--- config.mk ---
export PLATFORM = sky130hd
export DESIGN_NAME = uart_rx_frame
export DESIGN_NICKNAME = d
export VERILOG_FILES = /design/src/rtl/uart_pkg.sv /design/src/rtl/uart_rx_sync.sv /design/src/rtl/uart_rx_frame.sv
export SDC_FILE = /design/constraint.sdc
export NUM_CORES = 1
export LEC_CHECK = 0
export ABC_AREA = 1
export BUFFER_PORTS_ARGS = -buffer_cell sky130_fd_sc_hd__buf_2
export CELL_PAD_IN_SITES_DETAIL_PLACEMENT = 1
export CELL_PAD_IN_SITES_GLOBAL_PLACEMENT = 1
export CORE_MARGIN = 4
export CORE_UTILIZATION = 44
export CTS_CLUSTER_SIZE = 25
export DETAILED_ROUTE_END_ITERATION = 16
export PLACE_DENSITY_LB_ADDON = 0.05
export SLEW_MARGIN = 30
export SYNTH_ARGS = -nofsm -noshare
export SYNTH_HDL_FRONTEND = slang
export SYNTH_SLANG_ARGS = --single-unit
--- constraint.sdc ---
create_clock -name clk -period 1.9 [get_ports clk]
set_clock_uncertainty 0.15 [all_clocks]
set_input_delay 0.57 -clock clk [delete_from_list [all_inputs] [get_ports clk]]
set_output_delay 0.57 -clock clk [all_outputs]
set_load 0.02 [all_outputs]
--- src/rtl/uart_pkg.sv ---
// Shared definitions for the UART receive path: FSM states, parity codes and
// the default oversample ratio.
package uart_pkg;

  localparam int OVERSAMPLE_DEF = 16;

  localparam logic [1:0] PAR_NONE = 2'b00;
  localparam logic [1:0] PAR_ODD  = 2'b01;
  localparam logic [1:0] PAR_EVEN = 2'b10;

  typedef enum logic [2:0] {
    IDLE   = 3'd0,
    START  = 3'd1,
    DATA   = 3'd2,
    PARITY = 3'd3,
    STOP   = 3'd4
  } rx_state_t;

endpackage

--- src/rtl/uart_rx_sync.sv ---
// Two-flop synchronizer for the raw serial line; resets to the idle (high) level
// so a reset never looks like a start bit.
module uart_rx_sync (
  input  logic clk,
  input  logic rst,
  input  logic async_in,
  output logic sync_out
);

  logic meta;

  always_ff @(posedge clk or posedge rst) begin
    if (rst) begin
      meta     <= 1'b1;
      sync_out <= 1'b1;
    end else begin
      meta     <= async_in;
      sync_out <= meta;
    end
  end

endmodule

--- src/rtl/uart_rx_frame.sv ---
// UART receive framer: detects start bits, samples each bit at mid-bit using the
// oversample tick, checks parity and stop, and reports the word with a Done strobe.
module uart_rx_frame
  import uart_pkg::*;
#(
  parameter int DATA_BITS  = 8,
  parameter int OVERSAMPLE = OVERSAMPLE_DEF
) (
  input  logic                 clk,
  input  logic                 rst,
  input  logic                 sample_tick,
  input  logic                 rx_in,
  input  logic [1:0]           parity_type,
  output logic [DATA_BITS-1:0] data_out,
  output logic                 done,
  output logic                 parity_error,
  output logic                 stop_error,
  output logic                 busy
);

  localparam int TICK_W = $clog2(OVERSAMPLE);
  localparam int BIT_W  = $clog2(DATA_BITS);
  localparam logic [TICK_W-1:0] TICK_MID  = TICK_W'(OVERSAMPLE / 2 - 1);
  localparam logic [TICK_W-1:0] TICK_LAST = TICK_W'(OVERSAMPLE - 1);
  localparam logic [BIT_W-1:0]  BIT_LAST  = BIT_W'(DATA_BITS - 1);

  logic rx_sync;

  uart_rx_sync u_sync (
    .clk      (clk),
    .rst      (rst),
    .async_in (rx_in),
    .sync_out (rx_sync)
  );

  rx_state_t              state, state_n;
  logic [TICK_W-1:0]      tick_cnt, tick_n;
  logic [BIT_W-1:0]       bit_cnt, bit_n;
  logic [DATA_BITS-1:0]   shift, shift_n;
  logic [1:0]             par_type, par_type_n;
  logic                   par_err, par_err_n;
  logic                   armed, armed_n;
  logic [DATA_BITS-1:0]   data_out_n;
  logic                   done_n, parity_error_n, stop_error_n, busy_n;

  always_ff @(posedge clk or posedge rst) begin
    if (rst) begin
      state        <= IDLE;
      tick_cnt     <= '0;
      bit_cnt      <= '0;
      shift        <= '0;
      par_type     <= PAR_NONE;
      par_err      <= 1'b0;
      armed        <= 1'b1;
      data_out     <= '0;
      done         <= 1'b0;
      parity_error <= 1'b0;
      stop_error   <= 1'b0;
      busy         <= 1'b0;
    end else begin
      state        <= state_n;
      tick_cnt     <= tick_n;
      bit_cnt      <= bit_n;
      shift        <= shift_n;
      par_type     <= par_type_n;
      par_err      <= par_err_n;
      armed        <= armed_n;
      data_out     <= data_out_n;
      done         <= done_n;
      parity_error <= parity_error_n;
      stop_error   <= stop_error_n;
      busy         <= busy_n;
    end
  end

  // armed blocks re-triggering on a line still held low after a break frame
  always_comb begin
    state_n        = state;
    tick_n         = tick_cnt;
    bit_n          = bit_cnt;
    shift_n        = shift;
    par_type_n     = par_type;
    par_err_n      = par_err;
    armed_n        = armed;
    data_out_n     = data_out;
    done_n         = 1'b0;
    parity_error_n = parity_error;
    stop_error_n   = stop_error;
    busy_n         = busy;

    case (state)
      IDLE: begin
        tick_n = '0;
        if (rx_sync) begin
          armed_n = 1'b1;
        end else if (armed) begin
          state_n        = START;
          par_type_n     = parity_type;
          par_err_n      = 1'b0;
          busy_n         = 1'b1;
          parity_error_n = 1'b0;
          stop_error_n   = 1'b0;
        end
      end
      START: begin
        if (sample_tick) begin
          if (tick_cnt == TICK_MID) begin
            if (!rx_sync) begin
              state_n = DATA;
              tick_n  = '0;
              bit_n   = '0;
            end else begin
              state_n = IDLE;
              busy_n  = 1'b0;
            end
          end else begin
            tick_n = tick_cnt + TICK_W'(1);
          end
        end
      end
      DATA: begin
        if (sample_tick) begin
          if (tick_cnt == TICK_LAST) begin
            tick_n  = '0;
            shift_n = {rx_sync, shift[DATA_BITS-1:1]};
            if (bit_cnt == BIT_LAST) begin
              state_n = (par_type == PAR_ODD || par_type == PAR_EVEN) ? PARITY : STOP;
            end else begin
              bit_n = bit_cnt + BIT_W'(1);
            end
          end else begin
            tick_n = tick_cnt + TICK_W'(1);
          end
        end
      end
      PARITY: begin
        if (sample_tick) begin
          if (tick_cnt == TICK_LAST) begin
            tick_n    = '0;
            state_n   = STOP;
            par_err_n = (par_type == PAR_EVEN) ? (^shift ^ rx_sync) : ~(^shift ^ rx_sync);
          end else begin
            tick_n = tick_cnt + TICK_W'(1);
          end
        end
      end
      STOP: begin
        if (sample_tick) begin
          if (tick_cnt == TICK_LAST) begin
            tick_n         = '0;
            state_n        = IDLE;
            done_n         = 1'b1;
            data_out_n     = shift;
            parity_error_n = par_err;
            stop_error_n   = ~rx_sync;
            busy_n         = 1'b0;
            armed_n        = rx_sync;
          end else begin
            tick_n = tick_cnt + TICK_W'(1);
          end
        end
      end
      default: begin
        state_n = IDLE;
      end
    endcase
  end

endmodule

==> impl_metrics.tcl, run 1 <==
set metrics [dict create \
    first_pass_iters 4 \
    yosysUniqueCellTypes 34 \
    p_leak_uw 0.00117 \
    num_rows 24 \
    maxCapViolations 0 \
    nets 287 \
    cts_max_level 2 \
    clockRootBuffer "clkbuf_8" \
    crit_chain "ha_1, nand2_2, nor2_4, nand2_2, nand2_2, nand2_2, inv_2, nand3_2, nand2_1, o21ai_1" \
    fin_setup_tns_ns 0 \
    cp-startpoint "tick_cnt[0]" \
    fill_cells 561 \
    powerDensity_nw_per_um2 1100 \
    grt-ovfl-total 0 \
    gp_congestion 0.781 \
    holdWs_ns 0.209 \
    die_h_um 76.3 \
    status "complete, no violations" \
    ys_seq_elements 36 \
    route.detailed.drc 0 \
    ys.flop_type "dfrtp_1" \
    critPathBufInv 1 \
    setup_viol 0 \
    area_growth_pct 12.1 \
    dpl.hpwl_mm 3.46 \
    min-delay-start "u_sync.meta" \
    ios 18 \
    grt_start_max_net_pins 37 \
    period_share_pct 92.1 \
    dieArea_um2 5820 \
    start_util_pct 46.2 \
    yosysTopAreaCellShare_pct 40.2 \
    rsz0062_at_grt "no" \
    hold_class "flop to flop" \
    yosysWarnings 0 \
    critPathCaptureType "flop" \
    syn_area_per_cell_um2 8.05 \
    fin_crit_ns 1.75 \
    grt_usage_pct 17.2 \
    crit_path_max_fanout 5 \
    yosysTopAreaCell "dfrtp_1" \
    crit_path_start_kind "flop" \
    relSlewSlack_pct 69.8 \
    yosysSeqAreaShare_pct 44.1 \
    postCtsHoldBufs 0 \
    drive_gt1_share_pct 24.1 \
    synth-edff-count 0 \
    syn_inst 255 \
    syn_nets 265 \
    cp_top_family "simple AND/OR/NAND/NOR gates" \
    drt_wl_total_mm 4.57 \
    required_ns 1.93 \
    drtIter0Drc 80 \
    num_vias 1677 \
    grt_pass1_wl_mm 8.18 \
    io_buffer_count 17 \
    synthMostInstantiatedCell "nand2_1" \
    max_freq_mhz 571 \
    syn_area_um2 2050 \
    die_w_um 76.3 \
    vias_per_cell 5.08 \
    cpMostUsedCell "nand2_2" \
    multi_input_area_um2 1020 \
    place_ws_ns 0.139 \
    critPathMaxStageDelay_ns 0.40 \
    cts_tree "done" \
    cp.arrival_ns 1.78 \
    crit_path_top_delay_cell "dfrtp_1" \
    seq_area_um2 905 \
    path_clk_slew_ns 0.07 \
    post_drt_wl_per_cell_um 13.8 \
    antenna_found_initial 0 \
    cts_sinks 36 \
    clock_latency_ns 0.29 \
    hold_viol 0 \
    async_flop_share_pct 100 \
    cts_made_buffers 5 \
    crit_type "flop to flop" \
    num_antenna_cells 0 \
    peakVddDrop_uv 703 \
    clock_path_buffers 2 \
    r2r-start "tick_cnt[0]" \
    grt_pass1_vias 1683 \
    worst_slack_ns 0.150 \
    yosys-top-cells-count "85 x nand2_1, 33 x dfrtp_1, 22 x o21ai_1" \
    yosys-top-cells-area "dfrtp_1 40%, nand2_1 16%, o21ai_1 5.4%, dfstp_2 3.8%, inv_1 3.8%" \
    coreArea_um2 4440 \
    worstMarginPinSlew_ns 0.453 \
    antenna_left 0 \
    finalMaxSlewViolations 0 \
]
layout by cell type, fill, tap and decap left out, types with 2 or more instances in the layout:
cell,netlist,routed
nand2_1,85,85
dfrtp_1,33,33
o21ai_1,22,22
inv_1,21,21
buf_2,2,17
nand3_1,14,14
nor2_1,10,10
nand2_2,10,9
o21ai_0,7,7
nor2_4,6,6
inv_2,5,5
clkbuf_8,0,5
ha_1,4,4
a21oi_1,3,3
xnor2_1,3,3
o21ai_2,3,3
nor2_2,3,3
a21oi_2,3,3
dfstp_2,3,3
inv_4,2,2
nand2_4,1,2
nand3_2,2,2
report_power, final:
part | total (µW) | switching, µW | internal [µW]
Sequential | 970 | 108 | 862
Clock | 666 | 277 | 389
Combinational | 889 | 575 | 314
path summary, 6_finish.rpt:
| kind | slack (ns) | cells after the start | endpoint |
|---|---|---|---|
| worst max register to register | 0.15 | 10 | state[1] |
| worst max-delay path | 0.15 | 10 | state[1] |
| worst min register to register | 0.21 | 0 | u_sync.sync_out |
| min in group asynchronous | 0.22 | 3 | data_out[2] |
| worst min-delay path | 0.21 | 0 | u_sync.sync_out |
| max in group asynchronous | 1.04 | 3 | u_sync.meta |
area by class of cell:
type | count | area share [%]
clock buffer | 6 | 3.15
timing repair buffer | 18 | 4.02
multi-input combinational | 188 | 44.4
sequential | 36 | 39.3
clock inverter | 2 | 1.52
tap | 52 | 2.83
inverter | 28 | 4.79
timing repair:
action,4_1_cts,5_1_grt
gates resized for setup,0,1
endpoints found under the setup margin,0,2
setup buffers,0,0
cell families (layout without fill, tap and decap cells):
logic type	count (synthesis)	count (layout)	synth area share, %
adder cells (fa/ha/maj)	4	4	2.44
multiplexers	1	1	0.549
XOR/XNOR	4	4	1.71
flip-flops	36	36	44.1
AO/OA/AOI/OAI	41	41	11.4
AND/OR/NAND/NOR	138	138	33.4
buffers and inverters	31	54	6.40
through the flow:
stage	cell area (µm²)	power, µW	instances	utilization [%]
3_5_place_dp	2190	1880	322	49.2
5_1_grt	2300	2740	330	51.8
4_1_cts	2300	2570	330	51.7
2_1_floorplan	2050	1700	255	-
6_report	2300	2520	330	51.8
3_3_place_gp	2190	1870	322	49.2
flip-flops by register name, indices dropped and copies added, names as in the netlist:
signal,flops
shift,8
data_out,8
par_err,1
u_sync.sync_out,1
stop_error,1
tick_cnt,4
u_sync.meta,1
bit_cnt,3
state,3
par_type,2
parity_error,1
armed,1
done,1
busy,1
layer usage:
| metal | share of wire [%] | wire (µm) | GRT usage (%) |
|---|---|---|---|
| met1 | 50 | 2280 | 24.5 |
| met2 | 46 | 2090 | 26.4 |
| met3 | 2.8 | 128 | 3.43 |
| met4 | 1.5 | 70 | 5.43 |
| met5 | 0 | 0 | 0 |
(Power assumes the default switching activity.)
==> run 2, diff against run 1 <==
clock period = 1.85 ns   (was 1.9 ns; I/O delays follow)
==> impl_metrics.tcl, run 2 (synthesis gave the netlist of run 1 again) <==
set metrics [dict create \
    num_antenna_cells 0 \
    status "complete, no violations" \
    cts_max_level 2 \
    cp.arrival_ns 1.76 \
    cts_sinks 36 \
    clock_path_buffers 2 \
    postCtsHoldBufs 0 \
    drive_gt1_share_pct 25.2 \
    worst_slack_ns 0.115 \
    fin_crit_ns 1.74 \
    critPathCaptureType "flop" \
    hold_viol 0 \
    drtIter0Drc 52 \
    period_share_pct 93.8 \
    path_clk_slew_ns 0.07 \
    dieArea_um2 5820 \
    max_freq_mhz 576 \
    holdWs_ns 0.158 \
    setup_viol 0 \
    coreArea_um2 4440 \
    nets 291 \
    grt_pass1_wl_mm 7.99 \
    relSlewSlack_pct 77.9 \
    antenna_left 0 \
    num_vias 1681 \
    most-common-layout-cells "85 x nand2_1, 33 x dfrtp_1, 22 x o21ai_1" \
    clockRootBuffer "clkbuf_8" \
    grt_start_max_net_pins 37 \
    place_ws_ns 0.110 \
    layout_commonest_cell "nand2_1" \
    grt_pass1_vias 1680 \
    p_leak_uw 0.00117 \
    grt-ovfl-total 0 \
    post-place-cells 324 \
    post_drt_wl_per_cell_um 13.7 \
    first_pass_iters 4 \
    maxCapViolations 0 \
    antenna_found_initial 0 \
    fill_cells 570 \
    required_ns 1.87 \
    peakVddDrop_uv 760 \
    finalMaxSlewViolations 0 \
    route.detailed.drc 0 \
    fin_cells 334 \
    powerDensity_nw_per_um2 1080 \
    worstMarginPinSlew_ns 0.330 \
    reg.largest.list "data_out: 8 flops, shift: 8 flops, tick_cnt: 4 flops" \
    area_growth_pct 13.2 \
    dpl.hpwl_mm 3.48 \
    clock_latency_ns 0.29 \
    die_h_um 76.3 \
    ios 18 \
    start_util_pct 46.2 \
    gp_congestion 0.760 \
    drt_wl_total_mm 4.59 \
    die_w_um 76.3 \
    io_buffer_count 17 \
    grt_usage_pct 17.0 \
    crit_path_max_fanout 5 \
    fin_setup_tns_ns 0 \
    vias_per_cell 5.03 \
    cts_made_buffers 5 \
    num_rows 24 \
    hold_class "primary input to async pin" \
    crit_path_start_kind "flop" \
    crit_type "flop to flop" \
    cts_tree "done" \
]
-- run 2: critical path: stages, from the launching register on --
cell     delay (ns)
dfrtp_1        0.40
ha_2           0.23
nand2_2        0.10
nor2_4         0.14
nand2_2        0.08
nand2_2        0.09
nand2_2        0.09
inv_2          0.06
nand3_2        0.13
nand2_1        0.10
o21ai_1        0.07
-- run 2: what timing repair did --
item	CTS	global route
gates resized for setup	0	2
endpoints found under the setup margin	0	6
setup buffers	0	2
-- run 2: stage by stage --
step	cell area [µm²]	util [%]	power [µW]
global route	2320	52.3	2720
global placement	2220	49.9	1940
floorplan	2050	-	1740
CTS	2300	51.8	2540
detailed placement	2220	49.9	1960
finish	2320	52.3	2500
-- run 2: worst paths after layout --
check                                   to  cells past startpoint  slack, ns        start
hold / removal                    shift[1]                      3       0.16          rst
min in group clk           u_sync.sync_out                      0       0.20  u_sync.meta
setup reg to reg                  state[0]                     10       0.11  tick_cnt[0]
setup / recovery                  state[0]                     10       0.11  tick_cnt[0]
max in group asynchronous      u_sync.meta                      3       1.15          rst
hold reg to reg            u_sync.sync_out                      0       0.20  u_sync.meta
-- run 2: per-layer routing --
| layer | GRT usage (%) | part of all wire (%) |
|---|---|---|
| met1 | 23.9 | 52 |
| met2 | 25.7 | 45 |
| met3 | 4.02 | 2.2 |
| met4 | 5.62 | 0.85 |
| met5 | 0 | 0 |
-- run 2: power by group --
group,total [µW],switching (µW),leakage [µW],internal (µW)
registers,975,89.6,0.000481,885
clock network,556,287,0.0000424,269
logic,973,621,0.000642,352
-- run 2: cell type report --
cell class,count,area (µm²),area share (%)
Timing Repair Buffer,22,135,5.82
Sequential cell,36,905,38.9
Multi-Input combinational cell,188,1020,44.0
Inverter,28,110,4.74
Clock inverter,1,8.76,0.377
Tap cell,52,65.1,2.80
Clock buffer,7,76.3,3.28
